--- src/rtl/lcd_rx_pkg.sv ---
// Shared types and constants for the LCD bus receiver.
package lcd_rx_pkg;

    typedef enum logic [1:0] {
        IDLE   = 2'd0,
        VBLANK = 2'd1,
        LINE   = 2'd2,
        HBLANK = 2'd3
    } lcd_rx_state_t;

    localparam int R_HI = 23;
    localparam int R_LO = 16;
    localparam int G_HI = 15;
    localparam int G_LO = 8;
    localparam int B_HI = 7;
    localparam int B_LO = 0;

    localparam int FRAME_CNT_W = 16;

endpackage

--- src/rtl/lcd_sync_edge.sv ---
// Registers one bus control pin, normalises it to active-high and flags its edges.
module lcd_sync_edge #(
    parameter bit ACTIVE_LOW = 1'b0
) (
    input  logic clk_i,
    input  logic rst_i,
    input  logic pin_i,
    output logic level_o,
    output logic assert_o,
    output logic deassert_o
);

    logic level_q, level_d;
    logic prev_q;

    assign level_d = pin_i ^ ACTIVE_LOW;

    always_ff @(posedge clk_i) begin
        if (rst_i) begin
            level_q <= 1'b0;
            prev_q  <= 1'b0;
        end else begin
            level_q <= level_d;
            prev_q  <= level_q;
        end
    end

    assign level_o    = level_q;
    assign assert_o   = level_q & ~prev_q;
    assign deassert_o = ~level_q & prev_q;

endmodule

--- src/rtl/lcd_bus_receiver.sv ---
// Parallel RGB LCD bus sink: recovers pixels with x/y, line/frame markers and sticky timing errors.
// Define LCD_RX_CHECKSUM_EN to add the per-frame pixel checksum output frame_sum.
module lcd_bus_receiver
    import lcd_rx_pkg::*;
#(
    parameter int H_ACTIVE        = 480,
    parameter int V_ACTIVE        = 272,
    parameter int SYNC_ACTIVE_LOW = 1,
    parameter int XW              = 10,
    parameter int YW              = 9
) (
    input  logic                   clk_12mhz,
    input  logic                   rst,
    input  logic [23:0]            rgb,
    input  logic                   hsync,
    input  logic                   vsync,
    input  logic                   d_en,
    input  logic                   disp_en,
    input  logic                   err_clr,
    output logic                   pix_valid,
    output logic [23:0]            pix_rgb,
    output logic [XW-1:0]          pix_x,
    output logic [YW-1:0]          pix_y,
    output logic                   line_end,
    output logic                   frame_done,
    output logic [FRAME_CNT_W-1:0] frame_cnt,
    output logic                   err_hlen,
    output logic                   err_vlen,
    output logic                   err_de_sync
`ifdef LCD_RX_CHECKSUM_EN
   ,output logic [31:0]            frame_sum
`endif
);

    // x/y carry one extra bit so they can hold H_ACTIVE / V_ACTIVE themselves.
    localparam logic [XW:0] X_END = (XW+1)'(H_ACTIVE);
    localparam logic [YW:0] Y_END = (YW+1)'(V_ACTIVE);
    localparam bit SYNC_LOW = (SYNC_ACTIVE_LOW != 0);

    logic hs_lvl, hs_rise, hs_fall;
    logic vs_lvl, vs_rise, vs_fall;
    logic de_lvl, de_rise, de_fall;
    logic unused_edges;

    lcd_sync_edge #(.ACTIVE_LOW(SYNC_LOW)) u_hs (
        .clk_i(clk_12mhz), .rst_i(rst), .pin_i(hsync),
        .level_o(hs_lvl), .assert_o(hs_rise), .deassert_o(hs_fall)
    );
    lcd_sync_edge #(.ACTIVE_LOW(SYNC_LOW)) u_vs (
        .clk_i(clk_12mhz), .rst_i(rst), .pin_i(vsync),
        .level_o(vs_lvl), .assert_o(vs_rise), .deassert_o(vs_fall)
    );
    lcd_sync_edge #(.ACTIVE_LOW(1'b0)) u_de (
        .clk_i(clk_12mhz), .rst_i(rst), .pin_i(d_en),
        .level_o(de_lvl), .assert_o(de_rise), .deassert_o(de_fall)
    );

    assign unused_edges = hs_rise ^ hs_fall ^ vs_fall;

    logic [23:0]            rgb_q;
    logic                   disp_en_q, err_clr_q;
    lcd_rx_state_t          state_q, state_d;
    logic [XW:0]            x_q, x_d;
    logic [YW:0]            y_q, y_d;
    logic                   bad_q, bad_d;
    logic                   pix_valid_q, pix_valid_d;
    logic [23:0]            pix_rgb_q, pix_rgb_d;
    logic [XW-1:0]          pix_x_q, pix_x_d;
    logic [YW-1:0]          pix_y_q, pix_y_d;
    logic                   line_end_q, line_end_d;
    logic                   frame_done_q, frame_done_d;
    logic [FRAME_CNT_W-1:0] frame_cnt_q, frame_cnt_d;
    logic                   err_hlen_q, err_hlen_d;
    logic                   err_vlen_q, err_vlen_d;
    logic                   err_de_sync_q, err_de_sync_d;
    logic                   capture;

    // IDLE: waiting for vs edge | VBLANK: before first line | LINE: d_en run | HBLANK: between lines
    always_comb begin
        state_d       = state_q;
        x_d           = x_q;
        y_d           = y_q;
        bad_d         = bad_q;
        pix_valid_d   = 1'b0;
        pix_rgb_d     = pix_rgb_q;
        pix_x_d       = pix_x_q;
        pix_y_d       = pix_y_q;
        line_end_d    = 1'b0;
        frame_done_d  = 1'b0;
        frame_cnt_d   = frame_cnt_q;
        err_hlen_d    = err_hlen_q & ~err_clr_q;
        err_vlen_d    = err_vlen_q & ~err_clr_q;
        err_de_sync_d = err_de_sync_q & ~err_clr_q;
        capture       = 1'b0;

        if (de_lvl && (hs_lvl || vs_lvl)) begin
            err_de_sync_d = 1'b1;
        end

        if (!disp_en_q) begin
            state_d = IDLE;
            x_d     = '0;
            y_d     = '0;
            bad_d   = 1'b0;
        end else begin
            case (state_q)
                IDLE: begin
                    if (vs_rise) begin
                        state_d = VBLANK;
                        x_d     = '0;
                        y_d     = '0;
                        bad_d   = 1'b0;
                    end
                end
                VBLANK: begin
                    if (de_rise) begin
                        state_d = LINE;
                        capture = 1'b1;
                    end
                end
                HBLANK: begin
                    if (de_rise) begin
                        if (y_q == Y_END) begin
                            err_vlen_d = 1'b1;
                        end else begin
                            state_d = LINE;
                            capture = 1'b1;
                        end
                    end
                end
                LINE: begin
                    capture = de_lvl;
                    if (de_fall) begin
                        line_end_d = 1'b1;
                        if (x_q != X_END) begin
                            err_hlen_d = 1'b1;
                            bad_d      = 1'b1;
                        end
                        x_d = '0;
                        if (y_q != Y_END) begin
                            y_d = y_q + 1'b1;
                        end
                        state_d = HBLANK;
                    end
                end
                default: state_d = IDLE;
            endcase

            if (capture) begin
                if (x_q != X_END) begin
                    pix_valid_d = 1'b1;
                    pix_rgb_d   = {rgb_q[R_HI:R_LO], rgb_q[G_HI:G_LO], rgb_q[B_HI:B_LO]};
                    pix_x_d     = x_q[XW-1:0];
                    pix_y_d     = y_q[YW-1:0];
                    x_d         = x_q + 1'b1;
                end else begin
                    err_hlen_d = 1'b1;
                    bad_d      = 1'b1;
                end
            end

            // Frame close sees the line count after any coincident line_end.
            if (vs_rise && state_q != IDLE) begin
                if (y_d == Y_END && !bad_d) begin
                    frame_done_d = 1'b1;
                    frame_cnt_d  = frame_cnt_q + 1'b1;
                end
                if (y_d != '0 && y_d != Y_END) begin
                    err_vlen_d = 1'b1;
                end
                x_d     = '0;
                y_d     = '0;
                bad_d   = 1'b0;
                state_d = VBLANK;
            end
        end
    end

    always_ff @(posedge clk_12mhz) begin
        if (rst) begin
            rgb_q         <= '0;
            disp_en_q     <= 1'b0;
            err_clr_q     <= 1'b0;
            state_q       <= IDLE;
            x_q           <= '0;
            y_q           <= '0;
            bad_q         <= 1'b0;
            pix_valid_q   <= 1'b0;
            pix_rgb_q     <= '0;
            pix_x_q       <= '0;
            pix_y_q       <= '0;
            line_end_q    <= 1'b0;
            frame_done_q  <= 1'b0;
            frame_cnt_q   <= '0;
            err_hlen_q    <= 1'b0;
            err_vlen_q    <= 1'b0;
            err_de_sync_q <= 1'b0;
        end else begin
            rgb_q         <= rgb;
            disp_en_q     <= disp_en;
            err_clr_q     <= err_clr;
            state_q       <= state_d;
            x_q           <= x_d;
            y_q           <= y_d;
            bad_q         <= bad_d;
            pix_valid_q   <= pix_valid_d;
            pix_rgb_q     <= pix_rgb_d;
            pix_x_q       <= pix_x_d;
            pix_y_q       <= pix_y_d;
            line_end_q    <= line_end_d;
            frame_done_q  <= frame_done_d;
            frame_cnt_q   <= frame_cnt_d;
            err_hlen_q    <= err_hlen_d;
            err_vlen_q    <= err_vlen_d;
            err_de_sync_q <= err_de_sync_d;
        end
    end

    assign pix_valid   = pix_valid_q;
    assign pix_rgb     = pix_rgb_q;
    assign pix_x       = pix_x_q;
    assign pix_y       = pix_y_q;
    assign line_end    = line_end_q;
    assign frame_done  = frame_done_q;
    assign frame_cnt   = frame_cnt_q;
    assign err_hlen    = err_hlen_q;
    assign err_vlen    = err_vlen_q;
    assign err_de_sync = err_de_sync_q;

`ifdef LCD_RX_CHECKSUM_EN
    logic [31:0] acc_q, acc_d;
    logic [31:0] frame_sum_q, frame_sum_d;

    always_comb begin
        acc_d       = acc_q;
        frame_sum_d = frame_sum_q;
        if (pix_valid_d) begin
            acc_d = acc_q + {8'h00, rgb_q};
        end
        if (frame_done_d) begin
            frame_sum_d = acc_d;
        end
        if (vs_rise) begin
            acc_d = '0;
        end
    end

    always_ff @(posedge clk_12mhz) begin
        if (rst) begin
            acc_q       <= '0;
            frame_sum_q <= '0;
        end else begin
            acc_q       <= acc_d;
            frame_sum_q <= frame_sum_d;
        end
    end

    assign frame_sum = frame_sum_q;
`endif

endmodule

--- config.mk ---
export PLATFORM = sky130hd
export DESIGN_NAME = lcd_bus_receiver
export DESIGN_NICKNAME = d
export VERILOG_FILES = /design/src/rtl/lcd_rx_pkg.sv /design/src/rtl/lcd_sync_edge.sv /design/src/rtl/lcd_bus_receiver.sv
export SDC_FILE = /design/constraint.sdc
export NUM_CORES = 1
export LEC_CHECK = 0
export ABC_AREA = 0
export CORE_ASPECT_RATIO = 1.5
export CORE_UTILIZATION = 45
export CTS_BUF_LIST = sky130_fd_sc_hd__clkbuf_16
export CTS_CLUSTER_SIZE = 20
export DETAILED_ROUTE_END_ITERATION = 7
export PLACE_DENSITY = 0.74
export SYNTH_ARGS = -nofsm -noshare
export SYNTH_HDL_FRONTEND = slang
export SYNTH_SLANG_ARGS = --single-unit
--- constraint.sdc ---
create_clock -name clk_12mhz -period 2.45 [get_ports clk_12mhz]
set_input_delay 0.49 -clock clk_12mhz [delete_from_list [all_inputs] [get_ports clk_12mhz]]
set_output_delay 0.49 -clock clk_12mhz [all_outputs]
set_load 0.01 [all_outputs]
### Yosys cells after proc, flatten, opt, wreduce, memory -nomap -nowiden

Index checks and enable logic that the tools add are counted.
Widths: inputs -> output; s select.

* register bits after elaboration: 120
* word-level logic and storage cells: 123
* output and inout bits: 65
* bits of input ports: 31

* $add $sub $neg: 3
* bitwise operators: 16
* mux-type cells: 45
* reduce and logical (&&, ||, !) cells: 18
* equal/unequal tests: 18

Operators by type and width (number)
* $mux 11: 4
* $mux 10: 4
* $mux 1: 27
* $pmux 11 s2: 1
* $eq 10x9->1 const B: 2
* $ne 10x9->1 const B: 2
* $pmux 10 s2: 1
* $add 16x1->16 const B: 1
* $ne 3x3->1 const B: 5
* $reduce_or 3->1: 4
* $add 11x1->11 const B: 1
* $ne 11x9->1 const B: 1
* $add 10x1->10 const B: 1
* $mux 2: 5
* $ne 2x2->1 const B: 5
* $not 1->1: 10
* $reduce_and 5->1: 2
* $reduce_bool 10->1: 1
* $pmux 2 s4: 1
* $and 1x1->1: 6
* $reduce_and 3->1: 2
* $eq 2x2->1 const B: 2
* $logic_and 1x1->1: 4
* $pmux 1 s3: 1
* other kinds (7): 7

### Longest topological paths before layout

Gate-level depths: netlist of the first run.

* depth in word-level cells: 10
* depth in mapped cells: 10
* mapped depth without buffers: 9

### Hierarchy

From an unflattened synthesis of the first run, not the netlist that was laid out.

* cells, all modules: 595
* area, all modules: 5196.2 µm²

Modules (own cells, without submodules)
* lcd_bus_receiver: instances 1, area each 5006.1 µm², sequential area each 2302.2 µm², cells each 577
* lcd_sync_edge at u_hs ...: instances 2, area each 62.6 µm², sequential area each 40.0 µm², cells each 6
* lcd_sync_edge at u_de: instances 1, area each 65.1 µm², sequential area each 40.0 µm², cells each 6

### Worst setup path after synthesis of the first run

No wires, ideal clock.

* path kind: register -> register
* start point: register y_q[0]
* end point: register frame_cnt_q[13] (netlist: frame_cnt[13])
* stages on the path, launching flop included: 10
* library setup time: 0.123 ns
* required time: 2.327 ns
* buffers on the path: 0
* period minus slack after synthesis: 2.464 ns
* path slack: -0.014 ns
* data arrival time: 2.341 ns
* path through: dfxtp_1 > inv_1 > ha_1 > and4bb_1 > a31oi_2 > mux2i_1 > and4bb_4 > nand3_4 > nor4_1 > mux2_1

* cells in the longest elaborated chain, start to end: 10
* elaborated cells between the ends (all ways): 18
* those cells by class: add/sub: 1; eq/ne: 3; mux: 11; reduce/logical: 3

RTL lines
* start, declared: line lcd_bus_receiver.sv:64 `logic [YW:0] y_q, y_d;`
* start signal, assigned: line lcd_bus_receiver.sv:204 `y_q <= y_d;`
* parallel branches: the longest is 8 deep, another holds $add 10x1->10
* $logic_and 1x1->1 (*): line lcd_bus_receiver.sv:164 `if (y_d == Y_END && !bad_d) begin`
* $reduce_and 3->1 (no line) (*)
* end signal, assigned: line lcd_bus_receiver.sv:212 `frame_cnt_q <= frame_cnt_d;`
* end, declared: line lcd_bus_receiver.sv:72 `logic [FRAME_CNT_W-1:0] frame_cnt_q, frame_cnt_d;`

Every way passes the cells marked *. The select of a mux whose other input is x is not followed.
A chain may end at the register's enable or synchronous reset.

### Worst setup path in the final report of the first run

* start point: register y_q[1]
* end point: register frame_cnt_q[13] (netlist: frame_cnt[13])

Same word-level chain as after synthesis.

==> impl_metrics.json, run 1 <==
{
  "grt_pass1_wl_um": 20700,
  "maxCapViolations": 0,
  "p_clk_share_pct": 54.1,
  "clockRootBuffer": "clkbuf_16",
  "initial_utilization_pct": 46.0,
  "synth_top_family_by_area": "simple AND/OR/NAND/NOR gates",
  "final-hold-violation-count": 0,
  "post_drt_wl_per_cell_um": 15.1,
  "switchingPower_uw": 977,
  "dp_cells": 818,
  "ant_nets": 0,
  "failed_checks": "setup timing",
  "clk_pin_slew_ns": 0.06,
  "nets": 747,
  "r2r-end": "frame_cnt[13]",
  "async_flop_share_pct": 0,
  "rsz0062_at_grt": "yes",
  "ys_ff_latch": 120,
  "switching_share_pct": 21.1,
  "start_kind": "register",
  "cts_hold_buffers": 0,
  "cpPeakStageDelay_ns": 0.37,
  "synth_compound_area_share_pct": 14.4,
  "status": "finished with violations",
  "crit_type": "register to register",
  "crit_end": "frame_cnt[13]",
  "finalCriticalPeriod_ns": 2.48,
  "finalMaxSlewViolations": 0,
  "core_region_area_sq_um": 10500,
  "totalWireLength_um": 13100,
  "cts.htree.levels": 4,
  "cts-buffers-inserted": 17,
  "worst_pin_slew_ns": 0.677,
  "worstSkewPairLatency_ns": 0.41,
  "cts_tree": "built",
  "fillCellCount": 842,
  "power_uw": 4630,
  "synthMuxAreaShare_pct": 1.55,
  "path_cells": "inv_4 > ha_4 > and4bb_2 > buf_6 > a31oi_4 > mux2i_1 > and4bb_4 > nand3_4 > nor4_2 > mux2_1",
  "dieHeight_um": 129,
  "place_congestion": 0.904,
  "drt_iter0_markers": 221,
  "vias_per_cell": 5.31,
  "post-route-period-util_pct": 101,
  "yosysWarnings": 0,
  "drive_above_1_share_pct": 22.1,
  "grt_pass1_vias": 4424,
  "r2r_start": "y_q[1]",
  "cp.required_ns": 2.74,
  "syn_avg_cell_area_sq_um": 8.68,
  "chipWidth_um": 86.7,
  "ff2ff_setup_slack_ns": -0.03,
  "combPwrFrac_pct": 2.9,
  "pwr-share-seq_pct": 43.0,
  "cp_slowest_cell": "dfxtp_4",
  "final.setup.tns_ns": -0.0688,
  "fp.dieArea_sq_um": 11200,
  "skew_ns": 0.0116,
  "peakVddDrop_v": 0.000488,
  "fin_util_pct": 68.3,
  "antenna_found_initial": 0,
  "hpwl_um": 8570,
  "synth-adder-area-share_pct": 1.29,
  "p_leak_uw": 0.00261,
  "dr.pass1.iters": 4,
  "grt_usage_pct": 23.5,
  "core.rowCount": 46,
  "clock-sinks": 120,
  "synth_cell_types": 62,
  "hold_path_class": "input pin to register",
  "portBuffers": 95,
  "area_delta_synth_final_pct": 48.5,
  "p_per_area_nw_per_um2": 643,
  "crit_path_end_kind": "register",
  "internal-power_uw": 3650,
  "io_pins": 96,
  "relSlewSlack_pct": 54.8,
  "synthXorXnorAreaFrac_pct": 0.904,
  "syn-num-nets": 594,
  "synth_edf_count": 0,
  "seq_area_frac_synth_pct": 49.6,
  "grt_overflow": 0,
  "setup_viol": 4,
  "cts_buffer_depth": 2,
  "critPathArrivalTime_ns": 2.77,
  "synthSimpleGateAreaFrac_pct": 28.8,
  "timing.final.ws_setup_ns": -0.0293,
  "synthesis.area_sq_um": 4840,
  "grt_start_max_net_pins": 72,
  "max_freq_mhz": 403,
  "drc": 0,
  "final_cells": 868,
  "synth_cells": 558,
  "startpoint": "y_q[1]",
  "synth_ff_type": "dfxtp_1",
  "r2r_cells": 10,
  "n_antenna_cell": 0,
  "vias": 4607,
  "crit_fanout": 8
}
-- power groups by stage --
stage,Sequential (uW),Clock [uW],Combinational [uW]
finish,1990,2500,132
floorplan,2030,0,63.5
global placement,2030,0,127
CTS,1990,2550,132
global route,1990,2630,144
detailed placement,2030,0,130
-- cell usage in the layout, fill, tap and decap left out, types with 12 or more instances in the layout --
cell	count
a21oi_1	63
buf_4	62
clkbuf_16	18
clkdlybuf4s50_1	94
dfxtp_1	112
inv_1	12
nand2_1	103
nand3_1	15
nor2_1	39
nor2b_1	35
o21ai_0	12
-- synth_stat cells, drive strengths merged, types with 2 or more instances --
library cell  instances  area share (%)
dfxtp               120              50
nand2               105             8.1
a21oi                66             6.8
nor2                 40             3.1
nor2b                36             4.7
clkbuf               22             1.7
nand3                18             2.1
inv                  13             1.0
o21ai                13             1.3
nand4                 8             1.3
nor4                  8             1.0
and3                  7            0.93
buf                   7            0.80
nand2b                7            0.90
o31ai                 7             1.1
or3                   7            0.90
or2                   6            0.78
a211oi                5            0.88
ha                    5             1.3
mux2                  4            0.93
nor3                  4            0.41
or4                   4            0.62
and2                  3            0.39
and4bb                3            0.85
mux2i                 3            0.62
o21a                  3            0.46
xor2                  3            0.54
a31oi                 2            0.39
a41o                  2            0.41
nand3b                2            0.31
o311a                 2            0.41
o31a                  2            0.36
or3b                  2            0.36
xnor2                 2            0.36
-- critical path, delay by kind of cell (launching register included) --
family	cells	cell delay, ns
muxes	2	0.44
buffers and inverters	2	0.17
DFF	1	0.37
adders and majority gates	1	0.15
AOI/OAI and AO/OA	1	0.16
and+or+nand+nor	4	1.07
-- how the worst min path moves through the flow --
stage,from,end,slack (ns),depth (start not counted)
after global routing,rgb_q[2],pix_rgb[2],0.45,2
after global placement,rgb_q[4],pix_rgb[4],0.42,2
final,rst,state_q[0],0.40,3
after floorplan,rgb_q[0],pix_rgb[0],0.42,2
after CTS,rst,line_end,0.39,3
after detailed placement,rgb_q[23],pix_rgb[23],0.43,2
-- routing by layer --
| metal | vias to the layer above | track usage [%] | routed length [um] |
|---|---|---|---|
| li1 | 2233 | - | - |
| met1 | 2196 | 25.4 | 5010 |
| met2 | 145 | 43.1 | 7220 |
| met3 | 33 | 3.69 | 453 |
| met4 | 0 | 13.5 | 403 |
| met5 | - | 0 | 0 |
-- flip-flops by register name, summed over array words and instances (netlist names) --
register / cells
y_q: 10
bad_q: 1
disp_en_q: 1
x_q: 11
pix_x: 10
err_de_sync: 1
pix_valid: 1
state_q: 2
u_vs.prev_q: 1
pix_y: 9
pix_rgb: 24
frame_cnt: 16
err_vlen: 1
err_clr_q: 1
rgb_q: 24
err_hlen: 1
u_hs.level_o: 1
line_end: 1
u_de.prev_q: 1
u_de.level_o: 1
frame_done: 1
u_vs.level_o: 1
-- stage by stage --
| step | hold slack [ns] | instance area, sq um | setup slack [ns] |
|---|---|---|---|
| finish | 0.403 | 7190 | -0.0293 |
| floorplan | 0.417 | 4850 | 0.0524 |
| detailed placement | 0.427 | 6270 | -0.100 |
| CTS | 0.394 | 7080 | -0.0304 |
| global placement | 0.420 | 6270 | -0.0318 |
| global route | 0.446 | 7190 | -0.144 |
-- logic make-up after synthesis --
family | count (synthesis)
AND/OR/NAND/NOR | 266
flip-flops | 120
AO/OA/AOI/OAI | 113
buffers and inverters | 42
multiplexers | 7
XOR/XNOR | 5
adder cells (fa/ha/maj) | 5
-- layout make-up --
| cell class | instances | area (sq um) | area share (%) |
|---|---|---|---|
| Sequential cell | 120 | 2420 | 33.6 |
| Inverter | 13 | 53.8 | 0.748 |
| Timing Repair Buffer | 163 | 1520 | 21.1 |
| Tap cell | 144 | 180 | 2.50 |
| Clock inverter | 15 | 176 | 2.45 |
| Multi-Input combinational cell | 396 | 2420 | 33.7 |
| Clock buffer | 17 | 425 | 5.91 |
-- timing repair --
action	4_1_cts	5_1_grt
setup endpoints to repair	15	64
pin swaps	11	9
gates resized for setup	29	22
gates cloned	1	0
endpoints found under the hold margin	0	0
setup buffers	12	5
Power figures use the tool's default switching activity.
==> run 2: changes to the inputs <==
CORE_MARGIN = 2   (was unset)
==> impl_metrics.json, run 2 (synthesis gave the netlist of run 1 again) <==
{
  "pwr-share-seq_pct": 43.3,
  "cp.required_ns": 2.74,
  "final-hold-violation-count": 0,
  "hpwl_um": 8950,
  "crit_type": "register to register",
  "antenna_found_initial": 0,
  "crit_fanout": 6,
  "crit_end": "frame_cnt[13]",
  "path_cells": "inv_4 > ha_4 > and4bb_2 > buf_6 > a31oi_4 > mux2i_1 > and4bb_4 > nand3_4 > nor4_2 > mux2_1",
  "grt_usage_pct": 22.6,
  "grt_overflow": 0,
  "area_delta_synth_final_pct": 49.8,
  "dieHeight_um": 131,
  "post_drt_wl_per_cell_um": 15.1,
  "relSlewSlack_pct": 63.9,
  "final_common_cell": "dfxtp_1",
  "cts_tree": "built",
  "finalCriticalPeriod_ns": 2.50,
  "grt_pass1_vias": 4371,
  "p_per_area_nw_per_um2": 632,
  "power_uw": 4590,
  "core_region_area_sq_um": 10500,
  "initial_utilization_pct": 46.0,
  "cp_slowest_cell": "dfxtp_4",
  "p_clk_share_pct": 53.7,
  "setup_viol": 2,
  "start_kind": "register",
  "place_congestion": 0.949,
  "ff2ff_setup_slack_ns": -0.05,
  "worstSkewPairLatency_ns": 0.41,
  "grt_pass1_wl_um": 20300,
  "totalWireLength_um": 13200,
  "drc": 0,
  "hold_path_class": "input pin to register",
  "grt_start_max_net_pins": 51,
  "rsz0062_at_grt": "yes",
  "clk_pin_slew_ns": 0.06,
  "portBuffers": 95,
  "clock-sinks": 120,
  "worst_pin_slew_ns": 0.541,
  "failed_checks": "setup timing",
  "switching_share_pct": 22.3,
  "chipWidth_um": 88.7,
  "timing.final.ws_setup_ns": -0.0514,
  "critPathArrivalTime_ns": 2.79,
  "finalMaxSlewViolations": 0,
  "place_ws_ns": -0.106,
  "final_cell_mix": "115 x dfxtp_1, 104 x nand2_1, 94 x clkdlybuf4s50_1",
  "post-route-period-util_pct": 102,
  "startpoint": "y_q[1]",
  "vias": 4517,
  "drt_iter0_markers": 201,
  "dr.pass1.iters": 7,
  "cpPeakStageDelay_ns": 0.38,
  "crit_path_end_kind": "register",
  "drive_above_1_share_pct": 22.6,
  "cts-buffers-inserted": 17,
  "peakVddDrop_v": 0.000511,
  "ant_nets": 0,
  "r2r_cells": 10,
  "cts.htree.levels": 4,
  "io_pins": 96,
  "n_antenna_cell": 0,
  "clockRootBuffer": "clkbuf_16",
  "p_leak_uw": 0.00264,
  "core.rowCount": 46,
  "vias_per_cell": 5.17,
  "maxCapViolations": 0,
  "skew_ns": 0.00747,
  "nets": 752,
  "switchingPower_uw": 1020,
  "max_freq_mhz": 400,
  "r2r_start": "y_q[1]",
  "combPwrFrac_pct": 3.0,
  "status": "finished with violations",
  "r2r-end": "frame_cnt[13]",
  "cts_buffer_depth": 2,
  "fillCellCount": 842,
  "fp.dieArea_sq_um": 11600,
  "internal-power_uw": 3570
}
[run 2: changes by cell type in the layout (fill, tap and decap cells not counted), sizes merged]
| cell | change |
|---|---|
| bufinv | -1 |
| inv | +2 |
| buf | +5 |
| clkinv | +1 |
| clkinvlp | -2 |
[run 2: how the worst min path moves through the flow]
| stage | start | to | slack (ns) | cells past startpoint |
|---|---|---|---|---|
| after floorplan | rgb_q[0] | pix_rgb[0] | 0.42 | 2 |
| after global routing | rst | line_end | 0.44 | 3 |
| after global placement | rgb_q[2] | pix_rgb[2] | 0.42 | 2 |
| final | rst | line_end | 0.42 | 3 |
| after CTS | rst | line_end | 0.40 | 3 |
| after detailed placement | rgb_q[18] | pix_rgb[18] | 0.43 | 2 |
[run 2: area by class of cell]
class,count,area [sq um],share of cell area [%]
clock buffers,17,425,5.86
clock inverters,15,164,2.26
inverters,13,53.8,0.742
multi-input cells,396,2440,33.7
flip-flops and latches,120,2420,33.3
well taps,144,180,2.48
repair buffers,168,1570,21.7
[run 2: metrics by stage]
step / hold WS (ns) / instance area [sq um] / util [%] / std cells / TNS [ns]
floorplan: 0.417 / 4850 / - / 558 / 0
global placement: 0.418 / 6350 / 60.3 / 829 / -0.132
detailed placement: 0.430 / 6350 / 60.3 / 829 / -0.950
CTS: 0.404 / 7040 / 66.9 / 865 / -0.00571
global route: 0.439 / 7260 / 68.9 / 873 / -1.02
finish: 0.420 / 7260 / 68.9 / 873 / -0.0630
[run 2: timing repair]
action                                 CTS  global route
gates resized for setup                 20            33
setup endpoints to repair               15            49
gates cloned                             0             1
endpoints found under the hold margin    0             0
hold buffers                             0             0
setup buffers                            4             7
pin swaps                                5            28
[run 2: power groups by stage]
stage | sequential, uW | combinational (uW) | clock [uW]
floorplan | 2030 | 63.5 | 0
global placement | 2030 | 132 | 0
detailed placement | 2030 | 135 | 0
CTS | 1990 | 138 | 2490
global route | 1990 | 150 | 2590
finish | 1990 | 138 | 2460
[run 2: layer usage]
layer	GRT usage (%)	routed length, um	share of wire [%]
met1	24.3	5040	38
met2	40.2	7250	55
met3	5.82	482	3.7
met4	11.4	382	2.9
met5	0	0	0
[run 2: worst max-delay path: cells and delay by family, from the launching register on]
kind / cells / cell delay [ns]
muxes: 2 / 0.45
buffers and inverters: 2 / 0.16
DFF: 1 / 0.38
adders and majority gates: 1 / 0.15
and+or+nand+nor: 4 / 1.07
AOI/OAI and AO/OA: 1 / 0.16
==> run 3: changes to the inputs <==
CORE_MARGIN = unset   (was 2)
PLACE_DENSITY = 0.71   (was 0.74)
clock period = 3.2 ns   (was 2.45 ns; I/O delays follow)
==> impl_metrics.json, run 3 (synthesis gave the netlist of run 1 again) <==
{
  "switchingPower_uw": 713,
  "hpwl_um": 7730,
  "rsz0062_at_grt": "no",
  "clk_pin_slew_ns": 0.05,
  "hp-start": "rgb_q[7]",
  "antenna_found_initial": 0,
  "r2r_start": "y_q[0]",
  "crit_path_end_kind": "register",
  "core_region_area_sq_um": 10500,
  "clock-sinks": 120,
  "critPathArrivalTime_ns": 3.18,
  "place_congestion": 0.831,
  "final.setup.tns_ns": 0,
  "worstSkewPairLatency_ns": 0.40,
  "switching_share_pct": 20.4,
  "post_cts_buffers": 0,
  "n_antenna_cell": 0,
  "status": "finished, final reports clean",
  "drive_above_1_share_pct": 8.81,
  "nets": 684,
  "setup_viol": 0,
  "dr.pass1.iters": 4,
  "drc": 0,
  "fillCellCount": 917,
  "combPwrFrac_pct": 2.7,
  "hold_path_class": "register to register",
  "cp.required_ns": 3.52,
  "post_drt_wl_per_cell_um": 14.3,
  "io_pins": 96,
  "internal-power_uw": 2780,
  "maxCapViolations": 0,
  "core.rowCount": 46,
  "p_clk_share_pct": 53.5,
  "start_kind": "register",
  "finalMaxSlewViolations": 0,
  "cts-buffers-inserted": 17,
  "peakVddDrop_v": 0.000392,
  "final_common_cell": "dfxtp_1",
  "chipWidth_um": 86.7,
  "cts_hold_buffers": 0,
  "cts.htree.levels": 4,
  "fp.dieArea_sq_um": 11200,
  "grt_pass1_vias": 3962,
  "p_per_area_nw_per_um2": 539,
  "cts_tree": "built",
  "skew_ns": 0.00724,
  "drt_iter0_markers": 185,
  "max_freq_mhz": 349,
  "grt_overflow": 0,
  "totalWireLength_um": 11500,
  "finalCriticalPeriod_ns": 2.86,
  "ant_nets": 0,
  "hold_ws_ns": 0.433,
  "area_delta_synth_final_pct": 33.8,
  "startpoint": "y_q[0]",
  "cts_resized": 0,
  "grt_start_max_net_pins": 99,
  "vias_per_cell": 5.22,
  "clockRootBuffer": "clkbuf_16",
  "crit_fanout": 19,
  "grt_usage_pct": 21.6,
  "worst_pin_slew_ns": 0.982,
  "p_leak_uw": 0.00223,
  "grt_pass1_wl_um": 18900,
  "initial_utilization_pct": 46.0,
  "portBuffers": 95,
  "pwr-share-seq_pct": 43.8,
  "post-route-period-util_pct": 89.4,
  "dieHeight_um": 129,
  "crit_type": "register to register",
  "relSlewSlack_pct": 34.5,
  "vias": 4188,
  "fin_util_pct": 61.5,
  "final_cell_mix": "120 x dfxtp_1, 105 x nand2_1, 94 x clkdlybuf4s50_1",
  "cts_buffer_depth": 2,
  "final-hold-violation-count": 0
}
## run 3: power groups by stage
stage,clock (uW),sequential [uW],combinational (uW)
floorplan,0,1560,48.6
global placement,0,1560,93.6
detailed placement,0,1560,94.9
CTS,1900,1530,95.2
global route,1960,1530,104
finish,1870,1530,94.7
## run 3: final timing paths
check,to,slack [ns],cells past startpoint
hold / removal,pix_rgb[7],0.43,2
setup / recovery,frame_cnt[8],0.34,9
setup reg to reg,frame_cnt[8],0.34,9
hold reg to reg,pix_rgb[7],0.43,2
## run 3: worst max-delay path, cell delays in order, from the launching register on
cell and delay, ns:
dfxtp_1 0.35, inv_1 0.12, ha_1 0.15, and4bb_1 0.31, nand4_1 0.19, a32oi_2 0.33
nor4b_4 0.36, nand4_4 0.28, or4_1 0.53, a21oi_1 0.15
## run 3: cell type report
cell class / instances / area, sq um / share of cell area [%]
clock inverters: 12 / 155 / 2.39
multi-input cells: 396 / 2270 / 35.1
well taps: 144 / 180 / 2.78
flip-flops and latches: 120 / 2400 / 37.1
clock buffers: 17 / 425 / 6.57
inverters: 13 / 48.8 / 0.753
repair buffers: 100 / 996 / 15.4
## run 3: layer usage
layer | wire (um) | vias up | track usage (%)
met3 | 534 | 17 | 5.41
met4 | 221 | 0 | 9.61
met2 | 6030 | 113 | 37.4
met1 | 4660 | 1960 | 24.9
li1 | - | 2098 | -
met5 | 0 | - | 0
## run 3: stage by stage
stage                     setup WS, ns  area (sq um)  instances  total power, uW
final                            0.338          6480        802             3490
after global routing             0.126          6480        802             3590
after CTS                        0.362          6480        802             3520
after detailed placement         0.386          5900        773             1650
after global placement           0.460          5900        773             1650
after floorplan                  0.736          4840        558             1600
